`src/rtl/stroke_interpolator.sv`:
```
// Brush stroke interpolator: walks a Bresenham line between pen-down samples,
// advancing the held brush position only in bursts released by the new-frame pulse.
module stroke_interpolator #(
    parameter int H_RES = 640,
    parameter int V_RES = 360
) (
    input  logic       pixel_clk_in,
    input  logic       rst_in,
    input  logic       valid_in,
    output logic       ready_out,
    input  logic [9:0] x_in,
    input  logic [8:0] y_in,
    input  logic [3:0] color_in,
    input  logic [2:0] sw_in,
    input  logic       pen_down_in,
    input  logic       nf_in,
    output logic [9:0] x_out,
    output logic [8:0] y_out,
    output logic [3:0] color_out,
    output logic [2:0] sw_out,
    output logic       draw_en_out,
    output logic       busy_out
);

    typedef enum logic [1:0] {IDLE, SETUP, WAIT, STEP} state_t;

    localparam logic [9:0] X_MAX = 10'(H_RES - 1);
    localparam logic [8:0] Y_MAX = 9'(V_RES - 1);

    function automatic logic signed [11:0] abs_diff(input logic [9:0] a, input logic [9:0] b);
        logic signed [11:0] d;
        d = signed'({2'b00, a}) - signed'({2'b00, b});
        return (d < 12'sd0) ? -d : d;
    endfunction

    state_t            state_q, state_d;
    logic [9:0]        x_q, x_d, tx_q, tx_d;
    logic [8:0]        y_q, y_d, ty_q, ty_d;
    logic [3:0]        color_q, color_d, cnt_q, cnt_d;
    logic [2:0]        sw_q, sw_d;
    logic              draw_en_q, draw_en_d, have_prev_q, have_prev_d;
    logic              sx_q, sx_d, sy_q, sy_d, nf_pend_q, nf_pend_d;
    logic signed [11:0] dx_q, dx_d, dy_q, dy_d, err_q, err_d;

    logic              accept, same_pos, step_x, step_y, at_target;
    logic [9:0]        cx, x_step;
    logic [8:0]        cy, y_step;
    logic signed [11:0] setup_dx, setup_dy, err_step;
    logic signed [12:0] e2, dx_ext, dy_ext;

    always_comb begin
        accept    = valid_in && (state_q == IDLE);
        cx        = (x_in > X_MAX) ? X_MAX : x_in;
        cy        = (y_in > Y_MAX) ? Y_MAX : y_in;
        same_pos  = (cx == x_q) && (cy == y_q);
        setup_dx  = abs_diff(tx_q, x_q);
        setup_dy  = abs_diff({1'b0, ty_q}, {1'b0, y_q});
        // e2 is kept one bit wider than err so doubling cannot wrap
        e2        = {err_q, 1'b0};
        dx_ext    = {dx_q[11], dx_q};
        dy_ext    = {dy_q[11], dy_q};
        step_x    = (e2 >= dy_ext);
        step_y    = (e2 <= dx_ext);
        x_step    = step_x ? (sx_q ? x_q - 10'd1 : x_q + 10'd1) : x_q;
        y_step    = step_y ? (sy_q ? y_q - 9'd1 : y_q + 9'd1) : y_q;
        err_step  = err_q + (step_x ? dy_q : 12'sd0) + (step_y ? dx_q : 12'sd0);
        at_target = (x_step == tx_q) && (y_step == ty_q);
    end

    always_ff @(posedge pixel_clk_in or negedge rst_in) begin
        if (!rst_in) state_q <= IDLE;
        else         state_q <= state_d;
    end

    always_comb begin
        state_d = state_q;
        case (state_q)
            IDLE:    if (accept && pen_down_in && have_prev_q && !same_pos) state_d = SETUP;
            SETUP:   state_d = WAIT;
            WAIT:    if (nf_in || nf_pend_q) state_d = STEP;
            STEP: begin
                if (at_target)          state_d = IDLE;
                else if (cnt_q == 4'd1) state_d = WAIT;
            end
            default: state_d = IDLE;
        endcase
    end

    always_comb begin
        ready_out   = (state_q == IDLE);
        busy_out    = (state_q != IDLE);
        x_out       = x_q;
        y_out       = y_q;
        color_out   = color_q;
        sw_out      = sw_q;
        draw_en_out = draw_en_q;
    end

    always_comb begin
        x_d = x_q;  y_d = y_q;  tx_d = tx_q;  ty_d = ty_q;
        color_d = color_q;  sw_d = sw_q;  cnt_d = cnt_q;
        draw_en_d = draw_en_q;  have_prev_d = have_prev_q;
        sx_d = sx_q;  sy_d = sy_q;  nf_pend_d = nf_pend_q;
        dx_d = dx_q;  dy_d = dy_q;  err_d = err_q;
        case (state_q)
            IDLE: if (accept) begin
                color_d = color_in;
                sw_d    = sw_in;
                if (!pen_down_in) begin
                    x_d = cx;  y_d = cy;  draw_en_d = 1'b0;  have_prev_d = 1'b0;
                end else if (!have_prev_q) begin
                    x_d = cx;  y_d = cy;  draw_en_d = 1'b1;  have_prev_d = 1'b1;
                end else begin
                    draw_en_d = 1'b1;
                    if (!same_pos) begin
                        tx_d = cx;  ty_d = cy;
                    end
                end
            end
            SETUP: begin
                dx_d      = setup_dx;
                dy_d      = -setup_dy;
                err_d     = setup_dx - setup_dy;
                sx_d      = (tx_q < x_q);
                sy_d      = (ty_q < y_q);
                nf_pend_d = nf_in;
            end
            WAIT: if (nf_in || nf_pend_q) begin
                // burst length equals brush diameter so consecutive dabs overlap
                cnt_d     = {sw_q, 1'b1};
                nf_pend_d = 1'b0;
            end
            STEP: begin
                x_d   = x_step;
                y_d   = y_step;
                err_d = err_step;
                cnt_d = cnt_q - 4'd1;
            end
            default: ;
        endcase
    end

    always_ff @(posedge pixel_clk_in or negedge rst_in) begin
        if (!rst_in) begin
            x_q <= '0;  y_q <= '0;  tx_q <= '0;  ty_q <= '0;
            color_q <= '0;  sw_q <= '0;  cnt_q <= '0;
            draw_en_q <= 1'b0;  have_prev_q <= 1'b0;
            sx_q <= 1'b0;  sy_q <= 1'b0;  nf_pend_q <= 1'b0;
            dx_q <= '0;  dy_q <= '0;  err_q <= '0;
        end else begin
            x_q <= x_d;  y_q <= y_d;  tx_q <= tx_d;  ty_q <= ty_d;
            color_q <= color_d;  sw_q <= sw_d;  cnt_q <= cnt_d;
            draw_en_q <= draw_en_d;  have_prev_q <= have_prev_d;
            sx_q <= sx_d;  sy_q <= sy_d;  nf_pend_q <= nf_pend_d;
            dx_q <= dx_d;  dy_q <= dy_d;  err_q <= err_d;
        end
    end

endmodule

```
`config.mk`:
```
export PLATFORM = sky130hd
export DESIGN_NAME = stroke_interpolator
export DESIGN_NICKNAME = d
export VERILOG_FILES = /design/src/rtl/stroke_interpolator.sv
export SDC_FILE = /design/constraint.sdc
export NUM_CORES = 1
export LEC_CHECK = 0
export ABC_AREA = 1
export BUFFER_PORTS_ARGS = -buffer_cell sky130_fd_sc_hd__buf_2
export CORE_MARGIN = 2
export CORE_UTILIZATION = 38
export DETAILED_ROUTE_END_ITERATION = 8
export PLACE_DENSITY = 0.61
export SLEW_MARGIN = 20
export SYNTH_ARGS = -nofsm -noshare
export SYNTH_HDL_FRONTEND = slang
export SYNTH_SLANG_ARGS = --single-unit
```
`constraint.sdc`:
```
create_clock -name pixel_clk_in -period 6.9 [get_ports pixel_clk_in]
set_input_delay 0.69 -clock pixel_clk_in [delete_from_list [all_inputs] [get_ports pixel_clk_in]]
set_output_delay 0.69 -clock pixel_clk_in [all_outputs]
set_load 0.05 [all_outputs]
```
==> impl_metrics.csv <==
group,metric,value,unit
run_status,outcome,"completed",
final_layout,fillers,2376,
sta,rsz0062_at_grt,"false",
clocking,ctsHoldBuffers,0,
clocking,clk_pin_slew_worst_paths,0.07,ns
drt,wl_per_cell,15.35,µm
critical_path,crit_fanout,23,
drt,dr.pass1.iters,7,
final_layout,final_util,0.4251,
clocking,cts_resized,0,
min_path,hp-class,"primary input to async pin",
critical_path,reg2reg_from,"err_q[11]",
synthesis,synth.distinct_cells,46,
sta,fin_crit_sh,0.7423,
final_layout,drive_gt1_frac,0.08589,
synthesis,ys_ff_latch,91,
flow_run,maxCapViolations,0,
die,die_h,155.5,µm
sta,min_period,5.122,ns
grt,grt.overflow.total,0,
synthesis,yosys.cell_count.top_type,"nand2_1",
synthesis,ys_top_cells_by_area,"dfrtp_1, nand2_1, ha_1",
drt,drt_iter0_markers,405,
synthesis,ys_warn_count,0,
critical_path,reg2reg_slack,1.78,ns
sta,finalHoldViolCount,0,
synthesis,yosys_most_used_dff,"dfrtp_1",
sta,worst_slew_pin_slew,0.7505,ns
clocking,cts.sinks,91,
drt,via_per_inst,5.087,
synthesis,synth_area_per_cell,6.985,µm²
die,coreArea,0.02257,mm²
sta,finalSetupViolCount,0,
critical_path,cp.required,7.19,ns
clocking,clk_latency,0.36,ns
synthesis,synth_largest_area_cell,"dfrtp_1",
drt,ant_nets,0,
die,dieArea,0.02419,mm²
drt,drc,0,
die,die_w,155.5,µm
synthesis,synthTopCellsByCount,"nand2_1, inv_1, dfrtp_1, ha_1, o21ai_0",
critical_path,timing.rr.end,"err_q[11]",
placed_design,dpl.hpwl,19310,µm
synthesis,ys_async_sr_fraction,1.000,
grt,grt_pass1_vias,7790,
final_layout,final_cell_area,0.009594,mm²
critical_path,cp-end-kind,"register",
sta,fin_ws,1.778,ns
placed_design,dpl_cell_area,0.009300,mm²
placed_design,gp_congestion,0.8928,
clocking,cts_tree,"done",
clocking,cts_root_buf,"clkbuf_16",
critical_path,crit_arrival,5.41,ns
synthesis,synth_nets,1385,
synthesis,synth-seq-area-share,0.2610,
final_layout,antenna_cells,0,
sta,tns,0,ns
synthesis,syn-cell-area,0.008725,mm²
placed_design,pre_cts_slack,1.844,ns
final_layout,area_growth,9.967,%
synthesis,synth_top_cell_area_share,0.2610,
sta,fmax,195.2,MHz
clocking,htreeDepth,3,
final_layout,layout.nets,1435,
grt,grt_first_pass_wirelength,39940,µm
critical_path,r2r_cells,23,
drt,wl,24390,µm
critical_path,path_class,"register to register",
die,ios,60,
die,initial_core_util,0.3865,
sta,slew_headroom,0.4997,
clocking,cts_buffer_depth,2,
die,row_count,55,
grt,grt_max_degree,54,
placed_design,port_buffers,59,
grt,antenna_found_initial,0,
sta,slew_violations,0,
drt,vias,8084,
synthesis,synth_edf_count,0,
clocking,postCtsSetupRepairBufs,0,
clocking,cts-buffers-inserted,9,
grt,grt_usage,0.2088,
sta,skew,0.01045,ns
critical_path,startpoint_type,"register",
synthesis,syn_inst,1249,
-- metal layers --
layer,track usage,share of wire,vias up,wire length (µm)
li1,-,-,4141,-
met1,0.2844,0.48,3727,11630
met2,0.3536,0.47,192,11450
met3,0.02061,0.039,24,958
met4,0.05854,0.015,0,354
met5,0,0,-,0
-- kinds of logic (layout without fill, tap and decap cells) --
logic type / after synthesis / in the layout / synth area share
simple gates: 555 / 555 / 0.2731
buf+inv: 225 / 280 / 0.1001
xor+xnor: 72 / 72 / 0.07228
fa+ha+maj: 105 / 105 / 0.1652
compound gates: 200 / 200 / 0.1279
other cells: 1 / 1 / 0.0004298
flops: 91 / 91 / 0.2610
-- layout make-up --
class                           count  area [µm²]  area share
Tap cell                          285       356.6     0.03717
Clock buffer                        9       225.2     0.02347
Sequential cell                    91        2277      0.2373
Multi-Input combinational cell    933        5577      0.5812
Inverter                          199       747.0     0.07786
Clock inverter                      7       68.82    0.007173
Timing Repair Buffer               65       342.8     0.03573
-- state kept, by name, indices dropped and copies added (netlist names), 3 cells and up --
register and count:
color_out 4, y_out 9, sw_out 3, ty_q 9
err_q 12, tx_q 10, cnt_q 4, dy_q 12
dx_q 12, x_out 10
-- metrics by stage --
| step | hold slack (ns) | cells |
|---|---|---|
| 6_report | 0.2848 | 1589 |
| 2_1_floorplan | 0.3944 | 1249 |
| 4_1_cts | 0.3162 | 1589 |
| 3_5_place_dp | 0.4620 | 1573 |
| 3_3_place_gp | 0.4588 | 1573 |
| 5_1_grt | 0.3380 | 1589 |
-- how the worst max path moves through the flow --
stage,from,end,slack [ns],cells past startpoint
finish,err_q[11],err_q[11],1.78,23
global route,err_q[11],err_q[11],1.27,23
CTS,dy_q[11],err_q[11],1.83,26
detailed placement,dy_q[11],err_q[11],1.84,26
global placement,err_q[7],err_q[11],2.01,23
floorplan,err_q[11],err_q[11],2.64,26
-- cell usage in the layout, fill, tap and decap left out, types with 4 or more instances in the layout --
cell type | Yosys | layout
nand3_2 | 6 | 6
buf_4 | 2 | 7
inv_1 | 195 | 195
nand3_1 | 76 | 76
a21o_1 | 4 | 4
nor3_1 | 10 | 10
o21ai_1 | 7 | 7
nor2_2 | 3 | 4
xnor2_1 | 18 | 18
o21bai_1 | 6 | 6
ha_1 | 88 | 88
nand2_2 | 8 | 8
a31oi_1 | 6 | 6
clkbuf_16 | 0 | 9
nand2_1 | 332 | 332
dfrtp_1 | 91 | 91
nand3b_1 | 6 | 6
xor2_1 | 54 | 54
or2_2 | 6 | 6
o22ai_1 | 16 | 16
nor2_1 | 76 | 75
buf_2 | 4 | 58
nand4_1 | 23 | 23
fa_1 | 17 | 17
o221ai_1 | 5 | 5
o21ai_0 | 78 | 78
a21oi_1 | 64 | 64
-- worst max-delay path, cell delays in order (launching register included) --
cell	delay (ns)
dfrtp_1	0.43
ha_1	0.35
nand2_1	0.08
nor2_1	0.13
and2_1	0.16
nand2_1	0.07
nand4_1	0.38
nand3_2	0.62
nand2_1	0.22
inv_1	0.07
fa_1	0.48
ha_1	0.14
inv_1	0.06
fa_1	0.41
o21ai_0	0.31
a21o_1	0.17
a21oi_1	0.10
o21ai_0	0.27
nand2_1	0.08
nand2_1	0.06
a21oi_1	0.07
xor2_1	0.15
nand2_1	0.06
a21oi_1	0.15
Power is left out: the tool's default activity adds up to more than one toggle a clock period on the data nets, which glitch-free logic cannot reach.
